File: config.mk
export PLATFORM = sky130hd
export DESIGN_NAME = game_mode_arbiter
export DESIGN_NICKNAME = d
export VERILOG_FILES = /design/src/rtl/game_mode_pkg.sv /design/src/rtl/select_debouncer.sv /design/src/rtl/game_mode_arbiter.sv
export SDC_FILE = /design/constraint.sdc
export NUM_CORES = 1
export LEC_CHECK = 0
export BUFFER_PORTS_ARGS = -buffer_cell sky130_fd_sc_hd__buf_4
export CELL_PAD_IN_SITES_DETAIL_PLACEMENT = 0
export CELL_PAD_IN_SITES_GLOBAL_PLACEMENT = 1
export CORE_MARGIN = 10
export CORE_UTILIZATION = 40
export CTS_CLUSTER_DIAMETER = 50
export DETAILED_ROUTE_END_ITERATION = 10
export PLACE_DENSITY = 0.75
export SLEW_MARGIN = 0
export SYNTH_ARGS = -nofsm -noshare
export SYNTH_HDL_FRONTEND = slang
export SYNTH_SLANG_ARGS = --single-unit
File: constraint.sdc
create_clock -name clk -period 1.5 [get_ports clk]
set_input_delay 0.075 -clock clk [delete_from_list [all_inputs] [get_ports clk]]
set_output_delay 0.075 -clock clk [all_outputs]
set_load 0.005 [all_outputs]
File: src/rtl/game_mode_pkg.sv
// Shared types and constants for the game mode arbiter.
// Latency: n/a (types only).
// Backpressure: n/a.
package game_mode_pkg;

    typedef enum logic [1:0] {
        RUN   = 2'd0,
        DRAIN = 2'd1,
        HOLD  = 2'd2
    } gma_state_t;

    localparam logic MODE_CLASSIC  = 1'b0;
    localparam logic MODE_ENHANCED = 1'b1;

    function automatic logic [1:0] mode_onehot(input logic m);
        return (m == MODE_ENHANCED) ? 2'b10 : 2'b01;
    endfunction

endpackage

File: src/rtl/select_debouncer.sv
// Synchronises the raw mode switch and debounces it into sel_stable.
// Latency: 2 sync cycles + DEBOUNCE_CYCLES stable cycles before sel_stable follows.
// Backpressure: none; free-running input conditioner.
module select_debouncer
    import game_mode_pkg::*;
#(
    parameter int DEBOUNCE_CYCLES = 1_000_000
) (
    input  logic clk,
    input  logic rst,
    input  logic select,
    output logic sel_stable
);

    localparam int CW = (DEBOUNCE_CYCLES > 1) ? $clog2(DEBOUNCE_CYCLES) : 1;
    localparam logic [CW-1:0] DB_LAST = CW'(DEBOUNCE_CYCLES - 1);

    logic [1:0]    sync_q, sync_d;
    logic [CW-1:0] cnt_q, cnt_d;
    logic          sel_stable_q, sel_stable_d;
    logic          select_sync;

    assign select_sync = sync_q[1];
    assign sel_stable  = sel_stable_q;

    always_comb begin
        sync_d       = {sync_q[0], select};
        cnt_d        = cnt_q;
        sel_stable_d = sel_stable_q;
        // Any return to the current stable level restarts the qualification window.
        if (select_sync == sel_stable_q) begin
            cnt_d = '0;
        end else if (cnt_q == DB_LAST) begin
            sel_stable_d = select_sync;
            cnt_d        = '0;
        end else begin
            cnt_d = cnt_q + 1'b1;
        end
    end

    always_ff @(posedge clk or negedge rst) begin
        if (!rst) begin
            sync_q       <= 2'b00;
            cnt_q        <= '0;
            sel_stable_q <= 1'b0;
        end else begin
            sync_q       <= sync_d;
            cnt_q        <= cnt_d;
            sel_stable_q <= sel_stable_d;
        end
    end

endmodule

File: src/rtl/game_mode_arbiter.sv
// Hands the shared keypad/display/LED between the two game cores; GMA_DRAIN_TIMEOUT_EN adds a forced-switch drain timeout.
// Latency: sel_stable toggle -> new game_en after RST_CYCLES+2 cycles when the active game is idle.
// Backpressure: game_busy of the active game stalls the switch in DRAIN.
module game_mode_arbiter
    import game_mode_pkg::*;
#(
    parameter int DEBOUNCE_CYCLES = 1_000_000,
    parameter int RST_CYCLES      = 16,
    parameter int DRAIN_TIMEOUT   = 1024
) (
    input  logic       clk,
    input  logic       rst,
    input  logic       select,
    input  logic [1:0] game_busy,
    output logic [1:0] game_en,
    output logic [1:0] game_rst_n,
    output logic       mode,
    output logic       switching,
    output logic [7:0] switch_cnt
);

    localparam int HW = (RST_CYCLES > 1) ? $clog2(RST_CYCLES) : 1;
    localparam logic [HW-1:0] HOLD_LAST = HW'(RST_CYCLES - 1);

    if (RST_CYCLES < 1 || DRAIN_TIMEOUT < 1 || DRAIN_TIMEOUT > 2048) begin : g_param_check
        $error("game_mode_arbiter: RST_CYCLES must be >= 1 and DRAIN_TIMEOUT in 1..2048");
    end

    logic          sel_stable;
    gma_state_t    state_q, state_d;
    logic          mode_q, mode_d;
    logic          target_q, target_d;
    logic [HW-1:0] hold_cnt_q, hold_cnt_d;
    logic [7:0]    switch_cnt_q, switch_cnt_d;
    logic [1:0]    game_en_q, game_en_d;
    logic [1:0]    game_rst_n_q, game_rst_n_d;
    logic          switching_q, switching_d;
`ifdef GMA_DRAIN_TIMEOUT_EN
    localparam logic [10:0] DRAIN_LAST = 11'(DRAIN_TIMEOUT - 1);
    logic [10:0]   drain_cnt_q, drain_cnt_d;
`endif

    select_debouncer #(
        .DEBOUNCE_CYCLES (DEBOUNCE_CYCLES)
    ) u_select_debouncer (
        .clk        (clk),
        .rst        (rst),
        .select     (select),
        .sel_stable (sel_stable)
    );

    always_comb begin
        state_d      = state_q;
        mode_d       = mode_q;
        target_d     = target_q;
        hold_cnt_d   = hold_cnt_q;
        switch_cnt_d = switch_cnt_q;
`ifdef GMA_DRAIN_TIMEOUT_EN
        drain_cnt_d  = drain_cnt_q;
`endif
        case (state_q)
            RUN: begin
                if (sel_stable != mode_q) begin
                    state_d  = DRAIN;
                    target_d = sel_stable;
`ifdef GMA_DRAIN_TIMEOUT_EN
                    drain_cnt_d = '0;
`endif
                end
            end
            DRAIN: begin
                if (sel_stable == mode_q) begin
                    state_d = RUN;
                end else if (!game_busy[mode_q]) begin
                    state_d    = HOLD;
                    hold_cnt_d = '0;
                end
`ifdef GMA_DRAIN_TIMEOUT_EN
                else if (drain_cnt_q == DRAIN_LAST) begin
                    state_d    = HOLD;
                    hold_cnt_d = '0;
                end else begin
                    drain_cnt_d = drain_cnt_q + 1'b1;
                end
`endif
            end
            HOLD: begin
                if (hold_cnt_q == HOLD_LAST) begin
                    state_d = RUN;
                    mode_d  = target_q;
                    // The post-reset HOLD has target == mode, so it is not counted.
                    if (target_q != mode_q && switch_cnt_q != 8'hFF) begin
                        switch_cnt_d = switch_cnt_q + 1'b1;
                    end
                end else begin
                    hold_cnt_d = hold_cnt_q + 1'b1;
                end
            end
            default: state_d = HOLD;
        endcase

        // Outputs are registered from the next state so the cores see glitch-free enables.
        game_en_d    = 2'b00;
        game_rst_n_d = 2'b00;
        switching_d  = (state_d != RUN);
        if (state_d != HOLD) begin
            game_en_d    = mode_onehot(mode_d);
            game_rst_n_d = mode_onehot(mode_d);
        end
    end

    always_ff @(posedge clk or negedge rst) begin
        if (!rst) begin
            state_q      <= HOLD;
            mode_q       <= MODE_CLASSIC;
            target_q     <= MODE_CLASSIC;
            hold_cnt_q   <= '0;
            switch_cnt_q <= 8'd0;
            game_en_q    <= 2'b00;
            game_rst_n_q <= 2'b00;
            switching_q  <= 1'b1;
`ifdef GMA_DRAIN_TIMEOUT_EN
            drain_cnt_q  <= '0;
`endif
        end else begin
            state_q      <= state_d;
            mode_q       <= mode_d;
            target_q     <= target_d;
            hold_cnt_q   <= hold_cnt_d;
            switch_cnt_q <= switch_cnt_d;
            game_en_q    <= game_en_d;
            game_rst_n_q <= game_rst_n_d;
            switching_q  <= switching_d;
`ifdef GMA_DRAIN_TIMEOUT_EN
            drain_cnt_q  <= drain_cnt_d;
`endif
        end
    end

    assign game_en    = game_en_q;
    assign game_rst_n = game_rst_n_q;
    assign mode       = mode_q;
    assign switching  = switching_q;
    assign switch_cnt = switch_cnt_q;

endmodule
; After elaboration in Yosys (flattened, before gate mapping)
; Cells that the tools add are included.
; Widths: inputs -> output; s select.
[totals]
latchBits = 0
romBits = 0
regBits = 42
memories = 0
out_inout_bits = 14
wordCells = 53
mem_bits_rw = 0
input_bits = 5
[op_classes]
order_cmp = 1
reduce_logical = 8
shifts = 0
mul = 0
n_addsub = 3
mux = 17
eq_ne = 13
div_mod_pow = 0
n_bitwise = 1
[op_table]
columns = operator, n
row1 = $mux 20, 2
row2 = $add 20x1->20 const B, 1
row3 = $eq 20x20->1 const B, 1
row4 = $mux 2, 6
row5 = $mux 4, 3
row6 = $add 8x1->8 const B, 1
row7 = $ne 2x2->1 const B, 4
row8 = $ne 8x8->1 const B, 1
row9 = $pmux 4 s2, 1
row10 = $pmux 2 s3, 1
row11 = $add 4x1->4 const B, 1
row12 = $eq 4x4->1 const B, 1
row13 = $mux 1, 4
row14 = $reduce_and 2->1, 2
row15 = $reduce_and 4->1, 1
row16 = $reduce_bool 2->1, 2
row17 = $reduce_and 3->1, 1
row18 = $eq 1x1->1, 2
row19 = $eq 2x1->1 const B, 1
row20 = $eq 2x2->1 const B, 1
row21 = $logic_not 2->1, 1
row22 = $lt 1x2->1 const B, 1
row23 = $ne 1x1->1, 2
row24 = $logic_and 1x1->1, 1
row25 = $not 1->1, 1

; Depth between registers and ports, before layout
; Gate-level depths: netlist of run 1.
[logic_depth]
depth_word = 7
mapped_depth = 7
depth_no_buf = 5

; Modules after synthesis
; Synthesis of run 1 repeated with hierarchy kept, for this count alone.
[hier_totals]
hier_cells = 201
hier_area_um2 = 2124.5
[by_module_without_submodules]
columns = mod, n_inst, seq_area_each_um2, area_each_um2, cells_each
row1 = select_debouncer, 1, 575.6, 1114.8, 108
row2 = game_mode_arbiter, 1, 478.0, 1009.7, 93

; Worst setup path before layout of run 1
; OpenSTA, ideal clock, no wires.
[synth_path]
path_kind = flip-flop to flip-flop
startpoint = register state_q[1]
endpoint = register switch_cnt_q[1], in the netlist switch_cnt[1]
path_buffers = 1
required_time_ps = 1375
setup_ps = 125
period_less_slack_ps = 1651
arrival_time_ps = 1526
path_slack_ps = -151
path_stages_with_launch = 6
cell_sequence = dfstp_2 nor2b_1 buf_2 nand3_2 a21oi_1 mux2_2
[synth_between]
elab_chain_len = 2
[synth_rtl]
columns = element, line_no
row1 = from (decl), game_mode_arbiter.sv:30  ; gma_state_t state_q, state_d;
row2 = from (signal assigned), game_mode_arbiter.sv:126  ; state_q <= state_d;
row3 = $eq 2x2->1, game_mode_arbiter.sv:61  ; case (state_q)
row4 = $reduce_and 3->1 (no line), n/a
row5 = to (signal assigned), game_mode_arbiter.sv:130  ; switch_cnt_q <= switch_cnt_d;
row6 = to (decl), game_mode_arbiter.sv:34  ; logic [7:0] switch_cnt_q, switch_cnt_d;
; No other way between the ends.
; A chain may end at the register's enable or synchronous reset.

; Worst setup path after layout of run 1
[layout_path]
startpoint = register u_select_debouncer.cnt_q[12]
endpoint = register u_select_debouncer.sel_stable_q, in the netlist u_select_debouncer.sel_stable
[layout_between]
elab_chain_len = 2
[layout_rtl]
columns = element, line_no
row1 = from (decl), select_debouncer.sv:19  ; logic [CW-1:0] cnt_q, cnt_d;
row2 = from (signal assigned), select_debouncer.sv:48  ; cnt_q <= cnt_d;
row3 = $eq 20x20->1, select_debouncer.sv:33  ; end else if (cnt_q == DB_LAST) begin
row4 = $reduce_and 2->1 (no line), n/a
row5 = to (signal assigned), select_debouncer.sv:49  ; sel_stable_q <= sel_stable_d;
row6 = to (decl), select_debouncer.sv:20  ; logic sel_stable_q, sel_stable_d;
; No other way between the ends.

==> results of run 1 <==
==> metrics by stage <==
step                instance area, µm²  std cells  total power, mW  TNS (ps)  worst slack (ps)
global route                      2860        334             2.18     -2150              -118
detailed placement                2540        318             1.25     -1130             -94.5
global placement                  2540        318             1.25      -372             -32.7
floorplan                         2100        201             1.19      -237              -115
CTS                               2750        331             2.10     -99.2             -39.1
finish                            2860        334             2.08      -334             -38.6
==> final cells by class <==
class                   count  area share
clock buffers               8      0.0385
multi-input cells         146       0.385
inverters                   6     0.00788
flip-flops and latches     42       0.369
well taps                  70      0.0307
repair buffers             62       0.169
==> worst max-delay path by stage <==
stage,from,endpoint,slack (ps),depth (start not counted)
4_1_cts,u_select_debouncer.cnt_q[1],u_select_debouncer.cnt_q[18],-40,5
5_1_grt,u_select_debouncer.cnt_q[1],u_select_debouncer.cnt_q[2],-120,6
2_1_floorplan,u_select_debouncer.cnt_q[0],u_select_debouncer.cnt_q[18],-120,6
6_report,u_select_debouncer.cnt_q[12],u_select_debouncer.sel_stable,-40,4
3_5_place_dp,u_select_debouncer.cnt_q[11],u_select_debouncer.cnt_q[19],-90,4
3_3_place_gp,u_select_debouncer.cnt_q[1],u_select_debouncer.cnt_q[18],-30,5
==> cell families (layout without fill, tap and decap cells) <==
kind of cell / after synthesis / in the layout / share of synthesized area
simple gates: 91 / 91 / 0.243
flops: 42 / 42 / 0.506
buf+inv: 13 / 76 / 0.0331
fa+ha+maj: 3 / 3 / 0.0180
xor+xnor: 20 / 20 / 0.0841
compound gates: 29 / 29 / 0.0998
mux: 3 / 3 / 0.0162
==> sequential cells by signal, summed over array words and instances, names as in the netlist <==
register and flops:
state_q 2, switching 1, u_select_debouncer.sel_stable 1, mode 1
target_q 1, hold_cnt_q 4, u_select_debouncer.cnt_q 20, game_rst_n 2
switch_cnt 8, u_select_debouncer.sync_q 2
==> report_power, final <==
group | total (mW) | internal, mW | switching [mW] | leakage [nW]
registers | 1.15 | 1.14 | 0.00628 | 0.546
logic | 0.0837 | 0.0346 | 0.0491 | 0.655
clock network | 0.845 | 0.465 | 0.381 | 0.0575
total | 2.08 | 1.64 | 0.436 | 1.26
==> placed cells by master, fill, tap and decap left out, types with 3 or more instances in the layout <==
cell type	instances
a2111oi_4	3
a21oi_1	6
a21oi_2	5
and4_4	3
buf_4	57
buf_6	3
clkbuf_8	8
dfrtp_1	40
inv_1	6
nand2_1	15
nand3_1	13
nand3_4	3
nand4_1	6
nor2_1	20
nor2b_1	3
nor3_1	3
nor3b_1	3
o21ai_0	4
o21ai_1	3
or3_1	3
xnor2_1	4
xor2_1	16
==> what timing repair did <==
action / 4_1_cts / 5_1_grt
pin swaps: 5 / 10
setup buffers: 3 / 3
hold endpoints to repair: 41 / 0
hold buffers: 2 / 0
gates resized for setup: 13 / 23
endpoints found under the setup margin: 20 / 32
==> critical path: stages, from the launching register on <==
cell	delay, ps
dfrtp_1	430
nor4_1	310
nand4_1	200
nor2_1	190
mux2_4	310
==> per-layer routing <==
layer / up-vias / track usage / share of wire
met5: - / 0 / 0
met4: 0 / 0.0463 / 0.017
met3: 8 / 0.0334 / 0.046
met2: 26 / 0.162 / 0.48
met1: 785 / 0.129 / 0.46
li1: 831 / - / -
==> qor.csv, run 1 <==
stage,metric,value,unit
synth,sequential fraction of the synthesis area,0.506,
clock_tree,Skew-Pair Late Insertion Delay,290,ps
timing,setup violators final,16,
global_route,overall global routing resource usage,0.104,
outcome,failing checks,setup timing,
floorplan,Die Wd,92.1,µm
setup_path,crit path DAT,1720,ps
synth,Syn Area/Cell,10.4,µm²
layout,flip-flop and latch area,1050,µm²
synth,Gate Count Post-Synth,201,
worst_hold_path,WHS Endpoint,hold_cnt_q[3],
place,I/O Buffers,18,
timing,clk_skew,4.69,ps
synth,Commonest cells post-synth,"dfrtp_1, nor2_1, xor2_1",
setup_path,r2r worst-path depth,4,
setup_path,Worst setup SP type,flop,
detailed_routing,drt wl/cell,13.5,µm
clock_tree,CTS Sinks,42,
synth,top-area cell type share of the netlist area,0.481,
synth,Mapped Area,2080,µm²
synth,library cells used by synthesis,40,
synth,Post-synth EDFFs,0,
outcome,status,finished with violations,
global_route,largest net degree at the start of global routing,43,
timing,endpoints failing hold,0,
timing,Worst Tran Pin Value,537,ps
power,Power Density,727,nW/µm²
layout,fin nets,271,
floorplan,die area,8490,µm²
layout,Fillers,472,
clock_tree,Clock Tree Buf Depth,2,
layout,share of layout cells above drive strength 1,0.398,
power,Max VDD drop,0.597,mV
detailed_routing,routed via count,1650,
detailed_routing,routed vias/inst,4.94,
floorplan,die height,92.1,µm
floorplan,Site Rows,26,
synth,most common cell in the netlist,dfrtp_1,
detailed_routing,Detailed Routing Iterations Pass 1,4,
worst_hold_path,Hold Crit Class,input pin to flop,
run,max-cap violations,0,
layout,Area Overhead vs Synth,37.2,%
synth,Main synth FF type,dfrtp_1,
timing,max-slew violations,0,
timing,Slew HR,0.642,
timing,FMAX,0.650,GHz
synth,"FFs w/ async S/R, synth",1.00,
clock_tree,TritonCTS buffer count,5,
synth,Post-Synthesis Net Count,209,
global_route,number of antenna violations at the first check in global routing,0,
setup_path,Worst Setup Path Type,flop to flop,
clock_tree,Root Driver,clkbuf_8,
timing,RSZ-0062 raised after global routing,yes,
synth,post-synthesis register bit count,42,
synth,Yosys top cell by area,dfrtp_1,
layout,Finished Core Util,0.563,
detailed_routing,Final ANT Viol Nets,0,
layout,multi-input logic area,1100,µm²
global_route,vias in the first global route,1690,
detailed_routing,DRT Wirelength,4.51,mm
setup_path,CP required,1680,ps
detailed_routing,drt drc,0,
timing,minimum clock period,1540,ps
timing,setup ws final,-38.6,ps
clock_tree,clock slew at reported path FFs,70,ps
global_route,grt ovf,0,
floorplan,Initial Util,0.410,
setup_path,R2R Path Start,u_select_debouncer.cnt_q[12],
floorplan,I/O pin count,19,
floorplan,core area,5070,µm²
global_route,first-pass GRT wire length,7.38,mm
layout,antenna cells,0,
worst_hold_path,Min-Delay Startpoint,game_busy[0],
detailed_routing,initial DRC count,77,
power,LEAKAGE,1.26,nW
timing,worst hold margin,235,ps
clock_tree,H-tree levels,2,
clock_tree,clock tree from TritonCTS,done,
setup_path,RR Endpoint,u_select_debouncer.sel_stable,
place,placed wire-length estimate,3.00,mm
synth,leading post-synthesis cells by cell area,"dfrtp_1, xor2_1, nor2_1, nand3_1, nand2_1",
timing,fin crit share,1.03,
setup_path,CP Max Fanout,4,
worst_hold_path,hold path cells,4,
setup_path,worst reg2reg setup slack,-40,ps
setup_path,Setup crit end kind,flop,
synth,"Warnings, synthesis",0,
place,GP Congestion,0.751,
No activity file was read; power rests on OpenSTA's default activity.
==> inputs of run 2 (changes only) <==
- SYNTH_HIERARCHICAL: default -> 1
==> run 2 against run 1 <==
Critical path type unchanged; the run still ends with setup timing left; final area increased by 12%; clock power increased by 28%; count of clock-buffer cells in the layout decreased by 3; worst setup slack got worse by 100 ps; maximum frequency decreased by 6.2%; combinational power increased by 16%; power increased by 12%; sequential share of layout area decreased by 3.6 points; synthesized cell count unchanged; cell count increased by 8.4%; area after synthesis increased by 2.0%; clock skew increased by 3.9 ps.
==> qor.csv, run 2 <==
stage,metric,value,unit
timing,clk_skew,8.58,ps
layout,antenna cells,0,
power,switching pwr,0.475,mW
synth,Mapped Area,2120,µm²
layout,register name with the most flops,u_select_debouncer/cnt_q,
detailed_routing,initial DRC count,106,
timing,Worst Tran Pin Value,537,ps
timing,setup violators final,21,
layout,"commonest non-fill, non-tap cell in the layout",buf_4,
synth,Syn Area/Cell,10.6,µm²
clock_tree,Clock Tree Buf Depth,2,
layout,max FFs per register,20,
floorplan,I/O pin count,19,
layout,Finished Core Util,0.620,
power,sequential power share,0.493,
power,power share of the clock group,0.465,
clock_tree,clock slew at reported path FFs,90,ps
power,Sw Share,0.204,
outcome,failing checks,setup timing,
place,I/O Buffers,18,
timing,Slew HR,0.642,
timing,setup ws final,-140,ps
setup_path,Worst setup SP type,flop,
setup_path,Worst Setup Path Type,flop to flop,
global_route,vias in the first global route,1819,
power,Max VDD drop,0.371,mV
synth,"FFs w/ async S/R, synth",1.00,
synth,Post-synth EDFFs,0,
timing,worst hold margin,189,ps
run,max-cap violations,0,
synth,post-synthesis register bit count,42,
worst_hold_path,Hold Crit Class,input pin to flop,
layout,Fillers,422,
detailed_routing,routed via count,1793,
power,LEAKAGE,1.42,nW
layout,Area Overhead vs Synth,49.9,%
detailed_routing,drt drc,0,
outcome,status,finished with violations,
setup_path,crit path DAT,1860,ps
setup_path,CP required,1730,ps
floorplan,Die Wd,92.9,µm
synth,leading post-synthesis cells by cell area,"dfrtp_1, xnor2_1, nor2_1, xor2_1, nand3_1",
detailed_routing,routed vias/inst,4.95,
timing,RSZ-0062 raised after global routing,yes,
power,Comb pwr share,0.042,
timing,endpoints failing hold,0,
detailed_routing,drt wl/cell,13.8,µm
global_route,number of antenna violations at the first check in global routing,0,
power,Power Density,731,nW/µm²
detailed_routing,Final ANT Viol Nets,0,
floorplan,die area,8630,µm²
power,internal power,1.85,mW
synth,most common cell in the netlist,dfrtp_1,
timing,FMAX,0.610,GHz
layout,multi-input logic area,1200,µm²
clock_tree,Root Driver,clkbuf_8,
clock_tree,TritonCTS buffer count,5,
synth,"Warnings, synthesis",6,
global_route,largest net degree at the start of global routing,43,
floorplan,die height,92.9,µm
setup_path,CP Max Fanout,4,
synth,Main synth FF type,dfrtp_1,
clock_tree,CTS Sinks,42,
global_route,grt ovf,0,
synth,top-area cell type share of the netlist area,0.471,
global_route,first-pass GRT wire length,8.71,mm
clock_tree,Skew-Pair Late Insertion Delay,300,ps
place,GP Congestion,0.805,
synth,library cells used by synthesis,47,
layout,fin nets,299,
synth,Commonest cells post-synth,"dfrtp_1, nor2_1, nand3_1, xnor2_1, nand2_1",
timing,max-slew violations,0,
synth,Post-Synthesis Net Count,209,
place,placed wire-length estimate,3.38,mm
synth,Gate Count Post-Synth,201,
floorplan,Site Rows,26,
setup_path,cells along the critical path,nand4_1 -> or4_4 -> or3_1 -> a21oi_1,
global_route,overall global routing resource usage,0.125,
synth,Yosys top cell by area,dfrtp_1,
clock_tree,H-tree levels,2,
synth,sequential fraction of the synthesis area,0.496,
setup_path,"slowest stage delay, CP",560,ps
timing,minimum clock period,1640,ps
setup_path,critical path's slowest cell,or4_4,
detailed_routing,DRT Wirelength,5.01,mm
floorplan,core area,5140,µm²
layout,flip-flop and latch area,1060,µm²
floorplan,Initial Util,0.413,
layout,most frequent cells in the layout,"buf_4, dfrtp_1, nor2_1",
layout,share of layout cells above drive strength 1,0.497,
setup_path,Setup crit end kind,flop,
clock_tree,clock tree from TritonCTS,done,
timing,fin crit share,1.09,
detailed_routing,Detailed Routing Iterations Pass 1,4,
[run 2: cell types whose count changed after synthesis, moves of 4 or more]
| cell | delta |
|---|---|
| nor2b_1 | -4 |
| xnor2_1 | +9 |
| nand2_1 | -5 |
| nor3_1 | +4 |
| nand2b_1 | +5 |
| a21oi_1 | -6 |
| xor2_1 | -7 |
[run 2: per-stage QoR]
stage                     setup slack (ps)  instances  power, mW  setup TNS [ps]  cell area (µm²)
after detailed placement              -149        335       1.24           -1070             2760
after CTS                             -110        353       2.36           -1420             3050
final                                 -140        362       2.33           -1660             3190
after global routing                  -218        362       2.42           -4140             3190
after global placement               -71.6        335       1.24            -578             2760
after floorplan                      -85.6        201       1.19            -900             2190
[run 2: path summary, 6_finish.rpt]
kind	startpoint	end	slack, ps	depth (start not counted)
worst max-delay path	u_select_debouncer/cnt_q[13]	u_select_debouncer/cnt_q[17]	-140	4
worst min-delay path	game_busy[0]	state_q[1]	190	4
worst max register to register	u_select_debouncer/cnt_q[13]	u_select_debouncer/cnt_q[17]	-140	4
worst min register to register	u_select_debouncer/sync_q[0]	u_select_debouncer/sync_q[1]	360	0
max in group asynchronous	rst	u_select_debouncer/cnt_q[8]	800	2
min in group asynchronous	rst	switch_cnt[4]	290	2
[run 2: final cells by class]
cell class                 instances  area share
multi-input combinational        149       0.377
sequential                        42       0.333
timing repair buffer              87       0.212
tap                               70      0.0275
clock buffer                       5      0.0216
clock inverter                     3      0.0216
inverter                           6     0.00707
[run 2: repair_timing]
action | 4_1_cts | 5_1_grt
endpoints found under the setup margin | 30 | 32
endpoints found under the hold margin | 41 | 0
setup buffers | 8 | 9
pin swaps | 22 | 5
hold buffers | 2 | 0
resized for setup | 22 | 14
[run 2: routing by layer]
metal  GRT usage  vias to the layer above  part of all wire
met2       0.198                       20              0.47
met5           0                        -                 0
met1       0.155                      871              0.48
met4      0.0553                        0             0.018
met3      0.0339                        7             0.036
li1            -                      895                 -
[run 2: worst max-delay path, delay by kind of cell, from the launching register on]
family          cells  cell delay [ps]
simple gates        3             1010
compound gates      1              130
flops               1              420
[run 2: kinds of logic (layout without fill, tap and decap cells)]
group	count (synthesis)	in the layout	share of synthesized area
and+or+nand+nor	98	98	0.278
DFF	42	42	0.496
xor gates and xnor gates	22	22	0.0907
AOI/OAI and AO/OA	20	20	0.0601
buffers and inverters	10	101	0.0253
muxes	6	6	0.0324
adders and majority gates	3	3	0.0177
[run 2: power by group through the flow]
| stage | sequential, mW | combinational [mW] | clock [mW] |
|---|---|---|---|
| after detailed placement | 1.17 | 0.0712 | 0 |
| after floorplan | 1.17 | 0.0200 | 0 |
| after CTS | 1.15 | 0.0936 | 1.12 |
| after global routing | 1.15 | 0.109 | 1.16 |
| after global placement | 1.17 | 0.0705 | 0 |
| final | 1.15 | 0.0969 | 1.08 |
==> inputs of run 3 (changes only) <==
- CTS_BUF_LIST: default -> sky130_fd_sc_hd__clkbuf_16
- PLACE_DENSITY: 0.75 -> 0.73
- SYNTH_HIERARCHICAL: 1 -> default
- clock period: 1.5 -> 2.1 ns (I/O delays scaled with it)
==> run 3 against run 2 <==
The flow now finishes without violations; combinational power decreased by 54%; largest power group is now the clock network; count of clock-buffer cells in the layout did not move; non-clock buffer count down 64.
==> qor.csv, run 3 (synthesis results as in run 1) <==
stage,metric,value,unit
layout,register name with the most flops,u_select_debouncer.cnt_q,
setup_path,crit path DAT,1990,ps
clock_tree,setup bufs post-CTS,0,
power,power consumption,1.73,mW
detailed_routing,Detailed Routing Iterations Pass 1,4,
power,Max VDD drop,0.410,mV
run,max-cap violations,0,
layout,share of layout cells above drive strength 1,0.204,
layout,most frequent cells in the layout,"dfrtp_1, nor2_1, buf_4",
timing,setup ws final,323,ps
setup_path,"slowest stage delay, CP",500,ps
layout,fin nets,232,
floorplan,I/O pin count,19,
global_route,number of antenna violations at the first check in global routing,0,
detailed_routing,DRT Wirelength,3.77,mm
clock_tree,CTS Sinks,42,
timing,setup violators final,0,
clock_tree,Clock Tree Buf Depth,2,
detailed_routing,routed vias/inst,5.02,
layout,multi-input logic area,960,µm²
timing,max-slew violations,0,
layout,max FFs per register,20,
floorplan,Die Wd,92.1,µm
power,Power Density,699,nW/µm²
detailed_routing,drt drc,0,
setup_path,worst reg2reg setup slack,320,ps
global_route,overall global routing resource usage,0.0992,
setup_path,Worst setup SP type,flop,
detailed_routing,initial DRC count,65,
setup_path,Worst path depth,5,
timing,FMAX,0.563,GHz
setup_path,Setup crit end kind,flop,
place,GP Congestion,0.792,
global_route,vias in the first global route,1521,
worst_hold_path,Hold Crit Class,input pin to flop,
timing,Slew HR,0.645,
layout,antenna cells,0,
timing,endpoints failing hold,0,
setup_path,Critical Path Start,u_select_debouncer.cnt_q[0],
timing,fin crit share,0.846,
floorplan,Site Rows,26,
timing,RSZ-0062 raised after global routing,no,
clock_tree,Root Driver,clkbuf_16,
place,I/O Buffers,18,
outcome,status,"complete, no violations",
setup_path,critical path's slowest cell,or4_4,
clock_tree,H-tree levels,2,
timing,clk_skew,4.96,ps
timing,minimum clock period,1780,ps
global_route,grt ovf,0,
setup_path,WP buf/inv,0,
timing,Worst Tran Pin Value,533,ps
setup_path,cells along the critical path,ha_1 -> and4_1 -> nand3_4 -> or4_4 -> a21oi_2,
floorplan,die height,92.1,µm
clock_tree,post-CTS sizing,0,
setup_path,R2R Path Start,u_select_debouncer.cnt_q[0],
global_route,largest net degree at the start of global routing,43,
setup_path,r2r worst-path depth,5,
floorplan,Initial Util,0.410,
timing,Setup Total Neg Slack,0,ps
clock_tree,Skew-Pair Late Insertion Delay,280,ps
detailed_routing,drt wl/cell,12.8,µm
detailed_routing,routed via count,1480,
floorplan,core area,5070,µm²
power,LEAKAGE,1.08,nW
setup_path,CP Max Fanout,6,
layout,"commonest non-fill, non-tap cell in the layout",dfrtp_1,
floorplan,die area,8490,µm²
setup_path,CP required,2310,ps
clock_tree,clock slew at reported path FFs,60,ps
detailed_routing,Final ANT Viol Nets,0,
setup_path,family with the most delay on the worst path,simple AND/OR/NAND/NOR gates,
setup_path,worst setup path end,u_select_debouncer.cnt_q[18],
setup_path,Worst Setup Path Type,flop to flop,
layout,Area Overhead vs Synth,18.5,%
global_route,first-pass GRT wire length,7.10,mm
clock_tree,clock tree from TritonCTS,done,
clock_tree,TritonCTS buffer count,5,
place,dpl ws,316,ps
setup_path,RR Endpoint,u_select_debouncer.cnt_q[18],
layout,Fillers,491,
layout,flip-flop and latch area,1050,µm²
place,placed wire-length estimate,2.71,mm
[run 3: through the flow]
step	hold WS (ps)	util	std cells	cell area (µm²)
CTS	264	0.486	295	2470
finish	267	0.486	295	2470
global placement	125	0.449	285	2280
floorplan	-191	-	201	2080
global route	290	0.486	295	2470
detailed placement	129	0.449	285	2280
[run 3: tightest hold or removal path, stage by stage]
cell,delay (ps)
buf_4,80
nor3b_1,40
o21a_1,180
nor2_1,90
[run 3: area by class of cell]
cell class / count / share of cell area
clock buffer: 5 / 0.0507
clock inverter: 3 / 0.0167
multi-input combinational: 146 / 0.389
sequential: 42 / 0.427
tap: 70 / 0.0355
inverter: 6 / 0.00913
timing repair buffer: 23 / 0.0720
[run 3: worst min path at each step]
stage | from | to | slack [ps] | cells after the start
floorplan | rst | game_rst_n[0] | -190 | 0
global placement | rst | u_select_debouncer.cnt_q[4] | 120 | 1
detailed placement | rst | u_select_debouncer.cnt_q[1] | 130 | 1
CTS | game_busy[0] | hold_cnt_q[3] | 260 | 4
global route | game_busy[0] | hold_cnt_q[2] | 290 | 4
finish | game_busy[0] | hold_cnt_q[3] | 270 | 4
[run 3: power breakdown]
| part | total, mW | switching [mW] | internal, mW |
|---|---|---|---|
| Clock | 0.859 | 0.303 | 0.556 |
| Combinational | 0.0450 | 0.0295 | 0.0155 |
| Sequential | 0.822 | 0.00537 | 0.816 |
| Total | 1.73 | 0.338 | 1.39 |
[run 3: metal layers]
layer / GRT usage / part of all wire / vias to the layer above / wire (µm)
met2: 0.151 / 0.45 / 23 / 1700
met4: 0.0386 / 0.014 / 0 / 53
li1: - / - / 755 / -
met3: 0.0342 / 0.043 / 6 / 163
met1: 0.127 / 0.49 / 696 / 1850
met5: 0 / 0 / - / 0
[run 3: what timing repair did]
item	CTS	global route
setup endpoints to repair	0	0
hold endpoints to repair	41	0
hold buffers	2	0
